File: config.mk
export PLATFORM = sky130hd
export DESIGN_NAME = rv_decode_execute_flat
export DESIGN_NICKNAME = d
export VERILOG_FILES = /design/src/rtl/rv_decode_execute_pkg.sv /design/src/rtl/rv_decode_execute_if.sv /design/src/rtl/rv_decode_execute_reg_file.sv /design/src/rtl/rv_decode_execute.sv /design/src/flat_wrapper.sv
export SDC_FILE = /design/constraint.sdc
export NUM_CORES = 2
export LEC_CHECK = 0
export BUFFER_PORTS_ARGS = -buffer_cell sky130_fd_sc_hd__buf_2
export CORE_MARGIN = 8
export CORE_UTILIZATION = 60
export DETAILED_ROUTE_END_ITERATION = 10
export GPL_TIMING_DRIVEN = 0
export PLACE_DENSITY = 0.8
export SLEW_MARGIN = 30
export SYNTH_ARGS = -nofsm -noshare
export SYNTH_HDL_FRONTEND = slang
export SYNTH_SLANG_ARGS = --single-unit
File: constraint.sdc
create_clock -name clock -period 6.1 [get_ports clock]
set_input_delay 1.525 -clock clock [delete_from_list [all_inputs] [get_ports clock]]
set_output_delay 1.525 -clock clock [all_outputs]
set_load 0.1 [all_outputs]
File: src/rtl/rv_decode_execute_pkg.sv
// rv_pkg: shared constants and types for the RV32I decode/execute slice.
// Contents: opcode and funct7 constants, instruction-type and ALU-op enums,
// and the opcode classifier used by decode.
package rv_pkg;

    localparam logic [6:0] OP_R     = 7'b0110011;
    localparam logic [6:0] OP_I_ALU = 7'b0010011;

    localparam logic [6:0] F7_BASE  = 7'b0000000;
    localparam logic [6:0] F7_ALT   = 7'b0100000;

    typedef enum logic [3:0] {
        TYPE_NOP     = 4'd0,
        TYPE_R       = 4'd1,
        TYPE_I_ALU   = 4'd2,
        TYPE_INVALID = 4'd15
    } inst_type_t;

    typedef enum logic [3:0] {
        ALU_ADD, ALU_SUB, ALU_SLL, ALU_SLT, ALU_SLTU,
        ALU_XOR, ALU_SRL, ALU_SRA, ALU_OR,  ALU_AND
    } alu_op_t;

    // The all-zero word is checked before the opcode so it is a NOP
    // rather than an invalid opcode 0000000.
    function automatic inst_type_t classify(input logic [31:0] instr);
        inst_type_t t;
        if (instr == '0)
            t = TYPE_NOP;
        else if (instr[6:0] == OP_R)
            t = TYPE_R;
        else if (instr[6:0] == OP_I_ALU)
            t = TYPE_I_ALU;
        else
            t = TYPE_INVALID;
        return t;
    endfunction

endpackage

File: src/rtl/rv_decode_execute_if.sv
// rv_decode_execute_if: bus between fetch/writeback and the decode/execute core.
// Signals:
//   instruction       fetch -> core, 32-bit instruction word
//   wb_write_enable   writeback -> core, register-file write strobe
//   wb_write_addr     writeback -> core, write address
//   wb_write_data     writeback -> core, write data
//   data_out          core -> writeback, execute result
//   reg_dest_out      core -> writeback, destination register
//   write_enable_out  core -> writeback, result must be written
//   stall             core -> fetch, hazard request (always 0)
// Modports: master = environment side, slave = core side.
interface rv_decode_execute_if;

    logic [31:0] instruction;
    logic        wb_write_enable;
    logic [4:0]  wb_write_addr;
    logic [31:0] wb_write_data;
    logic [31:0] data_out;
    logic [4:0]  reg_dest_out;
    logic        write_enable_out;
    logic        stall;

    modport master (
        output instruction, wb_write_enable, wb_write_addr, wb_write_data,
        input  data_out, reg_dest_out, write_enable_out, stall
    );

    modport slave (
        input  instruction, wb_write_enable, wb_write_addr, wb_write_data,
        output data_out, reg_dest_out, write_enable_out, stall
    );

endinterface

File: src/rtl/rv_decode_execute_reg_file.sv
// reg_file: 32 x 32-bit integer register file, x0 hardwired to zero.
// Ports:
//   clock, reset            rising-edge clock, synchronous active-high clear
//   rs1_addr/rs1_data       read port 1 (combinational, write-through)
//   rs2_addr/rs2_data       read port 2 (combinational, write-through)
//   write_enable/addr/data  single write port, applied at the rising edge
module reg_file (
    input  logic        clock,
    input  logic        reset,
    input  logic [4:0]  rs1_addr,
    output logic [31:0] rs1_data,
    input  logic [4:0]  rs2_addr,
    output logic [31:0] rs2_data,
    input  logic        write_enable,
    input  logic [4:0]  write_addr,
    input  logic [31:0] write_data
);

    logic [31:0] regs [32];
    logic        bypass_valid;

    // Reset wins over a simultaneous write.
    always_ff @(posedge clock) begin
        if (reset) begin
            for (int unsigned i = 0; i < 32; i++)
                regs[i] <= '0;
        end else if (write_enable && write_addr != '0) begin
            regs[write_addr] <= write_data;
        end
    end

    assign bypass_valid = write_enable && (write_addr != '0);

    always_comb begin
        rs1_data = '0;
        if (rs1_addr != '0)
            rs1_data = (bypass_valid && write_addr == rs1_addr) ? write_data : regs[rs1_addr];
    end

    always_comb begin
        rs2_data = '0;
        if (rs2_addr != '0)
            rs2_data = (bypass_valid && write_addr == rs2_addr) ? write_data : regs[rs2_addr];
    end

endmodule

File: src/rtl/rv_decode_execute.sv
// rv_decode_execute: RV32I integer decode/execute core, two-stage pipeline.
// Ports:
//   clock   rising-edge clock
//   reset   synchronous active-high; clears register file and D/X registers
//   bus     rv_decode_execute_if.slave (instruction in, wb write port in,
//           data_out/reg_dest_out/write_enable_out/stall out)
// Stage D registers decoded fields and operands; stage X registers the
// ALU result. Result appears two edges after the instruction is sampled.
module rv_decode_execute
    import rv_pkg::*;
(
    input  logic               clock,
    input  logic               reset,
    rv_decode_execute_if.slave bus
);

    logic [31:0] instr;
    inst_type_t  dec_type;
    logic [31:0] rf_rs1_data;
    logic [31:0] rf_rs2_data;

    assign instr    = bus.instruction;
    assign dec_type = classify(instr);

    reg_file u_reg_file (
        .clock        (clock),
        .reset        (reset),
        .rs1_addr     (instr[19:15]),
        .rs1_data     (rf_rs1_data),
        .rs2_addr     (instr[24:20]),
        .rs2_data     (rf_rs2_data),
        .write_enable (bus.wb_write_enable),
        .write_addr   (bus.wb_write_addr),
        .write_data   (bus.wb_write_data)
    );

    // Stage D
    logic [31:0] d_rs1;
    logic [31:0] d_rs2;
    logic [31:0] d_imm;
    logic [4:0]  d_rd;
    logic [2:0]  d_funct3;
    logic [6:0]  d_funct7;
    inst_type_t  d_type;
    logic        d_is_write;
    logic        d_is_imm;

    always_ff @(posedge clock) begin
        if (reset) begin
            d_rs1      <= '0;
            d_rs2      <= '0;
            d_imm      <= '0;
            d_rd       <= '0;
            d_funct3   <= '0;
            d_funct7   <= '0;
            d_type     <= TYPE_NOP;
            d_is_write <= 1'b0;
            d_is_imm   <= 1'b0;
        end else begin
            d_rs1      <= rf_rs1_data;
            d_rs2      <= rf_rs2_data;
            d_imm      <= {{20{instr[31]}}, instr[31:20]};
            d_rd       <= instr[11:7];
            d_funct3   <= instr[14:12];
            d_funct7   <= instr[31:25];
            d_type     <= dec_type;
            d_is_write <= (dec_type == TYPE_R) || (dec_type == TYPE_I_ALU);
            d_is_imm   <= (dec_type == TYPE_I_ALU);
        end
    end

    // Execute (combinational from D registers)
    logic [31:0] op_b;
    logic [4:0]  shamt;
    logic        legal;
    alu_op_t     alu_op;
    logic [31:0] alu_result;

    assign op_b  = d_is_imm ? d_imm : d_rs2;
    assign shamt = op_b[4:0];

    // For I-type, funct7 is imm[11:5]; it only constrains the shift forms.
    always_comb begin
        legal = 1'b1;
        if (d_type == TYPE_R) begin
            if (!(d_funct7 == F7_BASE ||
                  (d_funct7 == F7_ALT && (d_funct3 == 3'b000 || d_funct3 == 3'b101))))
                legal = 1'b0;
        end else if (d_type == TYPE_I_ALU) begin
            if (d_funct3 == 3'b001 && d_funct7 != F7_BASE)
                legal = 1'b0;
            if (d_funct3 == 3'b101 && d_funct7 != F7_BASE && d_funct7 != F7_ALT)
                legal = 1'b0;
        end
    end

    always_comb begin
        alu_op = ALU_ADD;
        case (d_funct3)
            3'b000:  alu_op = (d_type == TYPE_R && d_funct7 == F7_ALT) ? ALU_SUB : ALU_ADD;
            3'b001:  alu_op = ALU_SLL;
            3'b010:  alu_op = ALU_SLT;
            3'b011:  alu_op = ALU_SLTU;
            3'b100:  alu_op = ALU_XOR;
            3'b101:  alu_op = (d_funct7 == F7_ALT) ? ALU_SRA : ALU_SRL;
            3'b110:  alu_op = ALU_OR;
            default: alu_op = ALU_AND;
        endcase
    end

    always_comb begin
        alu_result = '0;
        case (alu_op)
            ALU_ADD:  alu_result = d_rs1 + op_b;
            ALU_SUB:  alu_result = d_rs1 - op_b;
            ALU_SLL:  alu_result = d_rs1 << shamt;
            ALU_SLT:  alu_result = {31'b0, $signed(d_rs1) < $signed(op_b)};
            ALU_SLTU: alu_result = {31'b0, d_rs1 < op_b};
            ALU_XOR:  alu_result = d_rs1 ^ op_b;
            ALU_SRL:  alu_result = d_rs1 >> shamt;
            ALU_SRA:  alu_result = $signed(d_rs1) >>> shamt;
            ALU_OR:   alu_result = d_rs1 | op_b;
            ALU_AND:  alu_result = d_rs1 & op_b;
            default:  alu_result = '0;
        endcase
    end

    // Stage X
    logic [31:0] x_data;
    logic [4:0]  x_rd;
    logic        x_we;
    logic        do_write;

    assign do_write = d_is_write && legal;

    always_ff @(posedge clock) begin
        if (reset) begin
            x_data <= '0;
            x_rd   <= '0;
            x_we   <= 1'b0;
        end else begin
            x_data <= do_write ? alu_result : '0;
            x_rd   <= d_rd;
            x_we   <= do_write && (d_rd != '0);
        end
    end

    assign bus.data_out         = x_data;
    assign bus.reg_dest_out     = x_rd;
    assign bus.write_enable_out = x_we;
    assign bus.stall            = 1'b0;

endmodule

File: src/flat_wrapper.sv
// flat-port wrapper written by rule: the top's interface ports become plain ports
module rv_decode_execute_flat import rv_pkg::*;
  (clock, reset, bus_instruction, bus_wb_write_enable, bus_wb_write_addr, bus_wb_write_data, bus_data_out, bus_reg_dest_out, bus_write_enable_out, bus_stall);
  rv_decode_execute_if bus_i ();
  input  logic clock;
  input  logic reset;
  input wire logic [$bits(bus_i.instruction)-1:0] bus_instruction;
  input wire logic [$bits(bus_i.wb_write_enable)-1:0] bus_wb_write_enable;
  input wire logic [$bits(bus_i.wb_write_addr)-1:0] bus_wb_write_addr;
  input wire logic [$bits(bus_i.wb_write_data)-1:0] bus_wb_write_data;
  output wire logic [$bits(bus_i.data_out)-1:0] bus_data_out;
  output wire logic [$bits(bus_i.reg_dest_out)-1:0] bus_reg_dest_out;
  output wire logic [$bits(bus_i.write_enable_out)-1:0] bus_write_enable_out;
  output wire logic [$bits(bus_i.stall)-1:0] bus_stall;
  assign bus_i.instruction = bus_instruction;
  assign bus_i.wb_write_enable = bus_wb_write_enable;
  assign bus_i.wb_write_addr = bus_wb_write_addr;
  assign bus_i.wb_write_data = bus_wb_write_data;
  assign bus_data_out = bus_i.data_out;
  assign bus_reg_dest_out = bus_i.reg_dest_out;
  assign bus_write_enable_out = bus_i.write_enable_out;
  assign bus_stall = bus_i.stall;
  rv_decode_execute u_core (.clock(clock), .reset(reset), .bus(bus_i));
endmodule
==> run_results.csv <==
group,metric,value,unit
layout,nNetsFinal,5531,
synthesis,syn_area,67200,um2
sta,fin_setup_tns,0,ns
synthesis,ys_seq_area_share,49.6,%
clocking,cts_max_level,3,
sta,fin_crit_sh,97.5,%
clocking,clock_tree.buffer_depth,3,
drt,drt_first_iter_violations,8895,
placed_design,buffers_added_on_ports,97,
worst_setup_path,critical_path.max_stage_delay,0.72,ns
outcome,run_status,"finished clean",
drt,drc_errors,0,
clocking,clock-root-buffer,"clkbuf_16",
worst_setup_path,crit_type,"flop to flop",
worst_setup_path,setup.worst_path.start_class,"flop",
placed_design,place_ws,0.216,ns
worst_setup_path,rr_startpoint,"u_core.d_is_imm",
worst_hold_path,hp-start,"u_core.d_rd[1]",
placed_design,placed_area,70000,um2
clocking,clock-sinks,1151,
drt,route.antenna.remaining_nets,0,
sta,finalHoldWorstSlack,0.465,ns
clocking,cts_setup_buffers,0,
placed_design,finalWeightedCongestion,1.09,
sta,final-setup-viol-count,0,
clocking,cts_hold_buf,0,
worst_setup_path,critPathMostFrequentCell,"clkbuf_1",
worst_hold_path,worst_hold_path_type,"flop to flop",
power,cellLeakagePower,0.0263,uW
worst_setup_path,arrival,6.51,ns
clocking,cts.reportedPaths.clkPinSlew,0.06,ns
floorplan,initial_core_util,60.6,%
sta,slew_headroom,19.1,%
worst_setup_path,worstPathMaxFanout,11,
worst_setup_path,critPathRequiredTime,6.66,ns
drt,routed_wirelength,290000,um
global_routing,global_route.overflow_total,0,
sta,final_hold_viols,0,
synthesis,synth_area_per_cell,13.2,um2
floorplan,die_h,351,um
synthesis,postSynthRegisterBits,1151,
worst_setup_path,critical_path.top_delay_family,"compound AO/OA/AOI/OAI gates",
worst_setup_path,cp_num_buf_inv,4,
layout,drive_above_1_share,20.3,%
sta,timing_worst_slew_pin_value,1.21,ns
synthesis,synth_cell_types,93,
sta,layout_setup_ws,0.151,ns
power,pwr_density_cell,286,nW/um2
clocking,cts_buffers,117,
global_routing,first_pass_grt_wire_length,393000,um
global_routing,grt_pass1_vias,50300,
layout,final_cell_area,74000,um2
sta,maxClockFrequency,168,MHz
synthesis,synth_flop_cell,"edfxtp_1",
drt,drtPass1Iterations,7,
sta,grt_setup_unrepaired,"false",
sta,drv_slew,0,
synthesis,syn_inst,5100,
placed_design,detailed_place_hpwl,211000,um
synthesis,async_flop_share,0,%
global_routing,pin_count_of_the_biggest_net_entering_global_routing,33,
synthesis,ys_warn_count,0,
floorplan,fp.dieW,351,um
drt,routedWlPerCell,41.6,um
drt,detailroute.via_count,52000,
power,max-vdd-ir-drop,0.000275,V
floorplan,top_ports,111,
sta,finalCriticalPeriod,5.95,ns
layout,layout-area-overhead-vs-synth,10.2,%
floorplan,rows,122,
layout,nFillCells,7960,
floorplan,design.die.area,123000,um2
global_routing,antenna_found_initial,30,
sta,timing.clock.skew,0.0798,ns
worst_setup_path,timing.critical_path.from,"u_core.d_is_imm",
clocking,ctsResizeCount,0,
run,drv.max_cap_violation_count,0,
floorplan,floorplan.core_area,111000,um2
drt,vias_per_cell,7.47,
global_routing,grt_usage,46.5,%
synthesis,synth_enable_flop_cells,1024,
worst_setup_path,worstSetupEndpointType,"flop",
clocking,tritoncts_clock_tree,"yes",
worst_setup_path,critical_path.slowest_cell,"clkbuf_1",
worst_setup_path,crit_chain,"buf_6 > mux2i_2 > clkbuf_1 > clkbuf_1 > ha_1 > buf_2 > o21ba_2 > a211oi_2 > o2111ai_1 > and3_1 > o31ai_1 > a211oi_1 > o211ai_1 > a41oi_1",
clocking,clk-insertion-delay-late,0.78,ns
==> worst paths after layout <==
path / endpoint / slack (ns) / cells after the start
setup / recovery: u_core.bus.data_out[0] / 0.15 / 14
setup reg to reg: u_core.bus.data_out[0] / 0.15 / 14
hold / removal: u_core.bus.reg_dest_out[1] / 0.46 / 1
hold reg to reg: u_core.bus.reg_dest_out[1] / 0.46 / 1
==> layout make-up <==
cell class | instances | area, um2 | area share [%]
timing repair buffer | 107 | 664 | 0.898
clock inverter | 77 | 792 | 1.07
multi-input combinational | 3354 | 31700 | 42.8
buffer | 503 | 2120 | 2.86
antenna | 16 | 40.0 | 0.0541
sequential | 1151 | 33300 | 45.0
tap | 1488 | 1860 | 2.52
clock buffer | 146 | 3100 | 4.19
inverter | 124 | 468 | 0.632
==> power breakdown <==
group / internal, uW / switching (uW) / total [uW] / leakage, uW
sequential: 9020 / 322 / 9350 / 0.0108
combinational: 1490 / 2980 / 4470 / 0.0136
clock: 4120 / 3260 / 7380 / 0.00188
total: 14600 / 6560 / 21200 / 0.0263
==> stage by stage <==
| step | power, uW | util (%) | std cells |
|---|---|---|---|
| after CTS | 20800 | 66.6 | 6948 |
| after global routing | 21400 | 66.8 | 6952 |
| after detailed placement | 13700 | 63.1 | 6725 |
| final | 21200 | 66.8 | 6966 |
| after floorplan | 11800 | - | 5132 |
| after global placement | 13600 | 62.8 | 6717 |
==> flip-flops by register name, indices dropped and copies added (netlist names) <==
signal	count
u_core.d_funct3	3
u_core.bus.reg_dest_out	5
u_core.bus.data_out	32
u_core.u_reg_file.regs	1024
u_core.bus.write_enable_out	1
u_core.d_is_write	1
u_core.d_rs1	32
u_core.d_imm	12
u_core.d_rs2	32
u_core.d_rd	5
u_core.d_is_imm	1
u_core.d_type	3
==> per-layer routing <==
layer | up-vias | wire length (um) | global-route usage (%)
li1 | 19900 | - | -
met3 | 1567 | 40200 | 16.4
met5 | - | 252 | 0
met1 | 25300 | 86100 | 51.0
met2 | 5281 | 125000 | 69.4
met4 | 18 | 38200 | 45.9
==> kinds of logic after synthesis <==
kind of cell | Yosys count | synth area share [%]
simple gates | 1642 | 13.7
xor+xnor | 35 | 0.456
mux | 882 | 24.0
buf+inv | 627 | 3.74
flops | 1151 | 49.6
compound gates | 661 | 6.64
fa+ha+maj | 101 | 1.90
other cells | 1 | 0.00558
==> synth_stat cells (6+ instances only) <==
cell	instances	area share [%]
nor2b_1	35	0.33
o41ai_1	7	0.091
ha_1	99	1.8
nor4_1	12	0.11
a211oi_1	77	0.86
nand3_1	34	0.25
o211ai_1	37	0.41
mux2_2	31	0.52
o221ai_1	18	0.23
o21ai_1	11	0.082
o21a_1	10	0.11
a21oi_1	166	1.2
xor2_1	10	0.13
and3_1	8	0.075
or3_1	9	0.084
a31oi_1	22	0.20
xnor2_1	25	0.33
clkbuf_1	379	2.1
a41oi_1	6	0.078
a22o_1	19	0.25
o22ai_1	51	0.47
buf_4	8	0.089
inv_1	118	0.66
a221o_1	9	0.13
a222oi_1	8	0.12
o21ai_0	98	0.73
nand2b_1	20	0.19
edfxtp_1	1024	46
nand2_1	169	0.94
a221oi_1	29	0.38
or2_2	37	0.34
o31ai_1	9	0.10
a21o_1	6	0.067
nand4_1	14	0.13
buf_1	32	0.18
mux2i_1	273	4.1
nor3_1	47	0.35
buf_2	81	0.60
mux4_2	575	19
nor2_1	230	1.3
dfxtp_1	127	3.8
and2_1	998	9.3
a22oi_1	18	0.20
==> placed cells by master (no fill, tap or decap), types with 127 or more instances in the layout <==
cell type  synthesis  routed
edfxtp_1        1024    1024
and2_1           998     998
mux4_2           575     575
clkbuf_1         379     362
mux2i_1          273     273
nor2_1           230     226
buf_2             81     195
nand2_1          169     169
a21oi_1          166     165
dfxtp_1          127     127
==> worst reg2reg max path, delay by kind of cell (launching register included) <==
family	cells	cell delay, ns
simple gates	1	0.42
mux	1	0.53
flops	1	0.33
buf+inv	4	1.69
compound gates	7	2.45
fa+ha+maj	1	0.38
(Power assumes the default switching activity.)
